==> config.mk <==
export PLATFORM = sky130hd
export DESIGN_NAME = image_uart_dumper
export DESIGN_NICKNAME = d
export VERILOG_FILES = /design/src/rtl/image_uart_dumper.sv
export SDC_FILE = /design/constraint.sdc
export NUM_CORES = 1
export LEC_CHECK = 0
export ABC_CLOCK_PERIOD_IN_PS = 5000
export CELL_PAD_IN_SITES_DETAIL_PLACEMENT = 0
export CELL_PAD_IN_SITES_GLOBAL_PLACEMENT = 1
export CORE_MARGIN = 1
export CORE_UTILIZATION = 34
export DETAILED_ROUTE_END_ITERATION = 8
export PLACE_DENSITY_LB_ADDON = 0.1
export SLEW_MARGIN = 20
export SYNTH_ARGS = -nofsm -noshare
export SYNTH_HDL_FRONTEND = slang
export SYNTH_SLANG_ARGS = --single-unit
==> constraint.sdc <==
create_clock -name clk -period 5 [get_ports clk]
set_input_delay 1.25 -clock clk [delete_from_list [all_inputs] [get_ports clk]]
set_output_delay 1.25 -clock clk [all_outputs]
set_load 0.05 [all_outputs]
==> src/rtl/image_uart_dumper.sv <==
// Walks the image memory in ascending address order and transmits every pixel
// as one 8N1 UART frame, LSB first, idle high.
`timescale 1ns/1ps
module image_uart_dumper #(
  parameter int CLKS_PER_BIT = 434,
  parameter int N_PIXELS     = 65536,
  parameter int ADDR_W       = 18
) (
  input  logic              clk,
  input  logic              reset,
  input  logic              start,
  output logic [ADDR_W-1:0] mem_addr,
  input  logic [7:0]        mem_data,
  output logic              tx,
  output logic              busy,
  output logic              done
);

  localparam int CNT_W = (CLKS_PER_BIT > 1) ? $clog2(CLKS_PER_BIT) : 1;
  localparam logic [CNT_W-1:0]  CNT_LAST  = CNT_W'(CLKS_PER_BIT - 1);
  localparam logic [ADDR_W-1:0] ADDR_LAST = ADDR_W'(N_PIXELS - 1);

  localparam logic [2:0] S_IDLE  = 3'd0;
  localparam logic [2:0] S_FETCH = 3'd1;
  localparam logic [2:0] S_LOAD  = 3'd2;
  localparam logic [2:0] S_START = 3'd3;
  localparam logic [2:0] S_DATA  = 3'd4;
  localparam logic [2:0] S_STOP  = 3'd5;

  logic [2:0]        state_q, state_d;
  logic [CNT_W-1:0]  cnt_q, cnt_d;
  logic [2:0]        bit_q, bit_d;
  logic [7:0]        shift_q, shift_d;
  logic [ADDR_W-1:0] addr_q, addr_d;
  logic              tx_q, tx_d;
  logic              busy_q, busy_d;
  logic              done_q, done_d;
  logic              baud_end;

  assign baud_end = (cnt_q == CNT_LAST);

  always_comb begin
    state_d = state_q;
    cnt_d   = cnt_q;
    bit_d   = bit_q;
    shift_d = shift_q;
    addr_d  = addr_q;
    tx_d    = tx_q;
    busy_d  = busy_q;
    done_d  = 1'b0;

    case (state_q)
      S_IDLE: begin
        tx_d = 1'b1;
        if (start) begin
          state_d = S_FETCH;
          addr_d  = '0;
          busy_d  = 1'b1;
          cnt_d   = '0;
        end
      end

      // Memory registers the address this cycle; data is valid in LOAD.
      S_FETCH: begin
        state_d = S_LOAD;
        cnt_d   = '0;
      end

      S_LOAD: begin
        shift_d = mem_data;
        tx_d    = 1'b0;
        state_d = S_START;
        cnt_d   = '0;
      end

      S_START: begin
        if (baud_end) begin
          state_d = S_DATA;
          cnt_d   = '0;
          bit_d   = '0;
          tx_d    = shift_q[0];
        end else begin
          cnt_d = cnt_q + 1'b1;
        end
      end

      // tx is loaded with the next bit at the same edge the register shifts,
      // so the line stays a pure flop output.
      S_DATA: begin
        if (baud_end) begin
          cnt_d = '0;
          if (bit_q == 3'd7) begin
            state_d = S_STOP;
            tx_d    = 1'b1;
          end else begin
            shift_d = shift_q >> 1;
            bit_d   = bit_q + 1'b1;
            tx_d    = shift_q[1];
          end
        end else begin
          cnt_d = cnt_q + 1'b1;
        end
      end

      S_STOP: begin
        tx_d = 1'b1;
        if (baud_end) begin
          cnt_d = '0;
          if (addr_q == ADDR_LAST) begin
            state_d = S_IDLE;
            done_d  = 1'b1;
            busy_d  = 1'b0;
          end else begin
            addr_d  = addr_q + 1'b1;
            state_d = S_FETCH;
          end
        end else begin
          cnt_d = cnt_q + 1'b1;
        end
      end

      default: begin
        state_d = S_IDLE;
        cnt_d   = '0;
        tx_d    = 1'b1;
        busy_d  = 1'b0;
      end
    endcase
  end

  always_ff @(posedge clk or posedge reset) begin
    if (reset) begin
      state_q <= S_IDLE;
      cnt_q   <= '0;
      bit_q   <= '0;
      shift_q <= '0;
      addr_q  <= '0;
      tx_q    <= 1'b1;
      busy_q  <= 1'b0;
      done_q  <= 1'b0;
    end else begin
      state_q <= state_d;
      cnt_q   <= cnt_d;
      bit_q   <= bit_d;
      shift_q <= shift_d;
      addr_q  <= addr_d;
      tx_q    <= tx_d;
      busy_q  <= busy_d;
      done_q  <= done_d;
    end
  end

  assign mem_addr = addr_q;
  assign tx       = tx_q;
  assign busy     = busy_q;
  assign done     = done_q;

endmodule

==> results of run 1 <==
final cells by class:
cell class	instances	area, µm²	area share, %
timing repair buffer	32	318	10.6
sequential	44	1100	36.9
multi-input combinational	190	1310	43.8
clock inverter	2	35.0	1.17
inverter	8	30.0	1.01
clock buffer	6	72.6	2.43
tap	96	120	4.02
sequential cells by signal, summed over array words and instances, names as in the netlist:
name,flops
cnt_q,9
done,1
mem_addr,18
shift_q,8
tx,1
busy,1
bit_q,3
state_q,3
layout by cell type, fill, tap and decap left out, types with 2 or more instances in the layout:
master | netlist | routed
mux2i_1 | 2 | 2
nand3_1 | 15 | 15
clkbuf_8 | 0 | 5
nand4_1 | 6 | 6
o21ai_0 | 13 | 13
and4_1 | 4 | 4
a21oi_1 | 12 | 12
nand2_1 | 18 | 18
nor4_1 | 2 | 2
o311ai_0 | 2 | 2
nand2b_1 | 3 | 3
xnor2_1 | 3 | 3
xor2_1 | 6 | 6
dfrtp_1 | 43 | 43
inv_1 | 7 | 6
ha_1 | 5 | 5
nor2_1 | 24 | 24
o32ai_1 | 2 | 2
or4_1 | 8 | 8
o31ai_1 | 17 | 17
clkinv_1 | 1 | 2
a31oi_1 | 2 | 2
and3_1 | 6 | 6
nor3_1 | 4 | 4
clkdlybuf4s50_1 | 0 | 31
mux2_2 | 17 | 17
and2_1 | 3 | 3
cell families after synthesis:
| logic type | Yosys count | share of synthesized area, % |
|---|---|---|
| XOR/XNOR | 9 | 3.15 |
| flip-flops | 44 | 44.0 |
| adder cells (fa/ha/maj) | 5 | 2.50 |
| buffers and inverters | 20 | 3.84 |
| AND/OR/NAND/NOR | 101 | 23.1 |
| AO/OA/AOI/OAI | 56 | 15.0 |
| multiplexers | 19 | 8.44 |
stage by stage:
stage | hold WS [ps] | cell area (µm²) | utilization, % | std cells
detailed placement | 491 | 2880 | 41.4 | 370
global route | 522 | 2990 | 43.0 | 378
global placement | 485 | 2880 | 41.4 | 370
finish | 508 | 2990 | 43.0 | 378
CTS | 512 | 2990 | 43.0 | 378
floorplan | 470 | 2510 | - | 254
critical path, cell delays in order:
cell and delay (ps):
clkdlybuf4s50_1 530, or4_1 350, nand3_2 400, or4_1 580, a21oi_1 150
power breakdown:
group          internal [mW]  total (mW)  switching (mW)
Combinational          0.114       0.273           0.159
Sequential             0.414       0.468          0.0546
Clock                  0.149       0.276           0.127
Total                  0.676        1.02           0.341
routing by layer:
layer	up-vias	track usage (%)	routed length (µm)
met5	-	0	0
met4	0	5.07	80
met3	9	3.02	188
met2	37	25.2	2720
met1	979	23.1	2800
li1	995	-	-
final timing paths:
kind,from,end,cells past startpoint
max in group asynchronous,reset,cnt_q[5],3
max reg2reg,state_q[2],mem_addr[4],4
max,start,mem_addr[4],5
min,shift_q[7],shift_q[7],2
min reg2reg,shift_q[7],shift_q[7],2
min in group asynchronous,reset,mem_addr[1],3
==> flow_summary.ini, run 1 <==
[status]
outcome = finished, final reports clean

[floorplanning]
io_pins = 32
initial_core_util_pct = 36.1
fp.dieW_um = 87.9
die_h_um = 87.9
die_area_um2 = 7720
design.core.area_um2 = 6940
rows = 30

[synth]
async_flop_share_pct = 100
syn_area_per_cell_um2 = 9.87
yosysTopAreaCell = dfrtp_1
synth_edf_count = 0
synth_nets = 270
yosysTopAreaCellShare_pct = 42.9
ys_seq_area_share_pct = 44.0
ys_types = 47
synth.most_common_cell = dfrtp_1
synthTopCellsByCount = 43 x dfrtp_1, 24 x nor2_1, 18 x nand2_1
yosysWarnings = 0
ys_ff_latch = 44
syn-instance-count = 254
synthFlopType = dfrtp_1
netlist_top_cells_area = dfrtp_1 43%, mux2_2 7.6%, o31ai_1 5.1%
synth_area_um2 = 2510

[finish]
final_nets = 297
syn_to_final_growth_pct = 19.1
diodes = 0
num-fill-cells = 711
drive_gt1_share_pct = 11.7

[route]
ant_nets = 0
drc = 0
drt-pass1-iter-count = 4
avgRoutedWirePerCell_um = 15.3
drt_iter0_markers = 72
num_vias = 2020
routed_wl_mm = 5.79
vias_per_cell = 5.34

[grt]
grt_pass1_wl_mm = 9.68
antenna_found_initial = 0
grt_use_total_pct = 16.3
grt_pass1_vias = 1888
grt_overflow_total = 0
grt_max_degree = 45

[critical_path]
required_ps = 5230
start_kind = input pin
worstPathArrival_ps = 3270
ff2ff_setup_slack_ps = 2560
path_max_fanout = 20
worstSetupEndpointType = flip-flop
path_class = in -> reg

[power_and_ir_drop]
p_per_area_nw_per_um2 = 341
leakage_nw = 1.23
irDropWorstVdd_v = 0.000203
total_power_mw = 1.02

[cts]
cts.sinks = 44
postCtsSetupRepairBufs = 0
cts_resized = 0
cts_tree = built
numCtsBuffers = 5
h-tree-depth = 2
cts_root_buf = clkbuf_8
clkLatencyLatePin_ps = 300
ctsHoldBuffers = 0
clockBufferDepth = 2
clk_pin_slew_ps = 90

[timing]
skew_ps = 10.1
post-route-period-util_pct = 60.7
setup_viol = 0
setup_tns_ps = 0
finalMaxSlewViolations = 0
max_freq_mhz = 329
rsz0062_at_grt = no
setup_slack_ps = 1960
period_minus_slack_ps = 3040
slew_headroom_pct = 43.3
hold_violations = 0
worst_pin_slew_ps = 850

[flow_run]
drv_cap = 0

[place]
routabilityCongestion = 0.701
dpl.hpwl_mm = 3.83
pre_cts_slack_ps = 1670
portBuffers = 31

[worst_hold_path]
hold_class = reg -> reg
No activity file was read; power rests on OpenSTA's default activity.
==> run 2: changes to the inputs <==
--- a/config.mk
+++ b/config.mk
@@ -5,7 +5,7 @@
 export SDC_FILE = /design/constraint.sdc
 export NUM_CORES = 1
 export LEC_CHECK = 0
-export ABC_CLOCK_PERIOD_IN_PS = 5000
+export ABC_CLOCK_PERIOD_IN_PS = 2960
 export CELL_PAD_IN_SITES_DETAIL_PLACEMENT = 0
 export CELL_PAD_IN_SITES_GLOBAL_PLACEMENT = 1
 export CORE_MARGIN = 1
==> constraint.sdc (replaced) <==
create_clock -name clk -period 2.96 [get_ports clk]
set_input_delay 0.74 -clock clk [delete_from_list [all_inputs] [get_ports clk]]
set_output_delay 0.74 -clock clk [all_outputs]
set_load 0.05 [all_outputs]
==> flow_summary.ini, run 2 (synthesis gave the netlist of run 1 again) <==
[power_and_ir_drop]
intPower_mw = 1.07
irDropWorstVdd_v = 0.000269
clkPwrFrac_pct = 23.0
leakage_nw = 1.25
p_per_area_nw_per_um2 = 548
seqPwrFrac_pct = 48.2
p_comb_share_pct = 28.8
switchingPower_uw = 576
switching_share_pct = 35.0
total_power_mw = 1.64

[critical_path]
path_max_fanout = 3
worstSetupEndpointType = output pin
required_ps = 2220
cp_slowest_cell = clkdlybuf4s50_1
path_delay_family = buffers and inverters
path_class = reg -> out
path_buf_inv = 1
worstPathArrival_ps = 1650
start_kind = flip-flop
max_stage_delay_ps = 800
crit_chain = clkdlybuf4s50_1

[timing]
slew_headroom_pct = 55.7
period_minus_slack_ps = 2390
rsz0062_at_grt = no
worst_pin_slew_ps = 662
setup_tns_ps = 0
hold_violations = 0
fin_hold_ws_ps = 511
skew_ps = 4.54
setup_viol = 0
finalMaxSlewViolations = 0
post-route-period-util_pct = 80.6
setup_slack_ps = 573
max_freq_mhz = 419

[finish]
largest_reg_flops = 18
syn_to_final_growth_pct = 19.8
seqCellArea_um2 = 1100
instances_no_fill = 384
diodes = 0
drive_gt1_share_pct = 12.8
final_common_cell = dfrtp_1
multi_input_area_um2 = 1310
final_nets = 303
final_cell_mix = 43 x dfrtp_1, 31 x clkdlybuf4s50_1, 24 x nor2_1, 18 x nand2_1
stdcell_area_um2 = 3000
utilization_pct = 43.2
num-fill-cells = 688

[route]
routed_wl_mm = 5.86
avgRoutedWirePerCell_um = 15.3
vias_per_cell = 5.29
drc = 0
drt-pass1-iter-count = 4
ant_nets = 0
num_vias = 2032
drt_iter0_markers = 103

[cts]
cts_root_buf = clkbuf_8
cts_resized = 0
numCtsBuffers = 5
cts.sinks = 44
h-tree-depth = 2
clk_pin_slew_ps = 80
postCtsSetupRepairBufs = 0
clockBufferDepth = 2
clkLatencyLatePin_ps = 300
cts_tree = built
ctsHoldBuffers = 0

[grt]
antenna_found_initial = 0
grt_pass1_wl_mm = 9.86
grt_pass1_vias = 1872
grt_max_degree = 45
grt_overflow_total = 0
grt_use_total_pct = 16.7

[place]
portBuffers = 31
pre_cts_slack_ps = 386
dp.cells = 376
dpl.hpwl_mm = 4.02
dpl_cell_area_um2 = 2920
routabilityCongestion = 0.732

[floorplanning]
design.core.area_um2 = 6940
io_pins = 32
fp.dieW_um = 87.9
rows = 30
die_area_um2 = 7720
initial_core_util_pct = 36.1
die_h_um = 87.9

[status]
outcome = finished, final reports clean

[flow_run]
drv_cap = 0

[worst_hold_path]
hold_class = reg -> reg
## run 2: power groups by stage
stage               Sequential (mW)  Clock (mW)  Combinational (mW)
detailed placement            0.806           0               0.478
finish                        0.793       0.377               0.474
global route                  0.812       0.419               0.525
floorplan                     0.827           0               0.325
global placement              0.801           0               0.474
CTS                           0.795       0.397               0.480
## run 2: final timing paths
path                                  start      endpoint  slack [ps]  cells past startpoint
worst max-delay path                     tx            tx         570                      1
min in group asynchronous             reset   mem_addr[6]         900                      3
worst min register to register   shift_q[4]    shift_q[4]         510                      1
worst max register to register  mem_addr[0]  mem_addr[17]         740                      7
worst min-delay path             shift_q[4]    shift_q[4]         510                      1
max in group asynchronous             reset  mem_addr[17]        1660                      3
## run 2: layout make-up
type,instances,area share (%)
clock buffer,8,2.67
inverter,8,1.00
sequential,44,36.7
multi-input combinational,190,43.5
tap,96,4.00
timing repair buffer,38,12.1
## run 2: metal layers
layer	vias to the layer above	global-route usage, %	routed length (µm)
li1	1009	-	-
met1	982	23.7	2940
met2	33	25.6	2690
met3	8	3.02	166
met4	0	5.37	70
met5	-	0	0
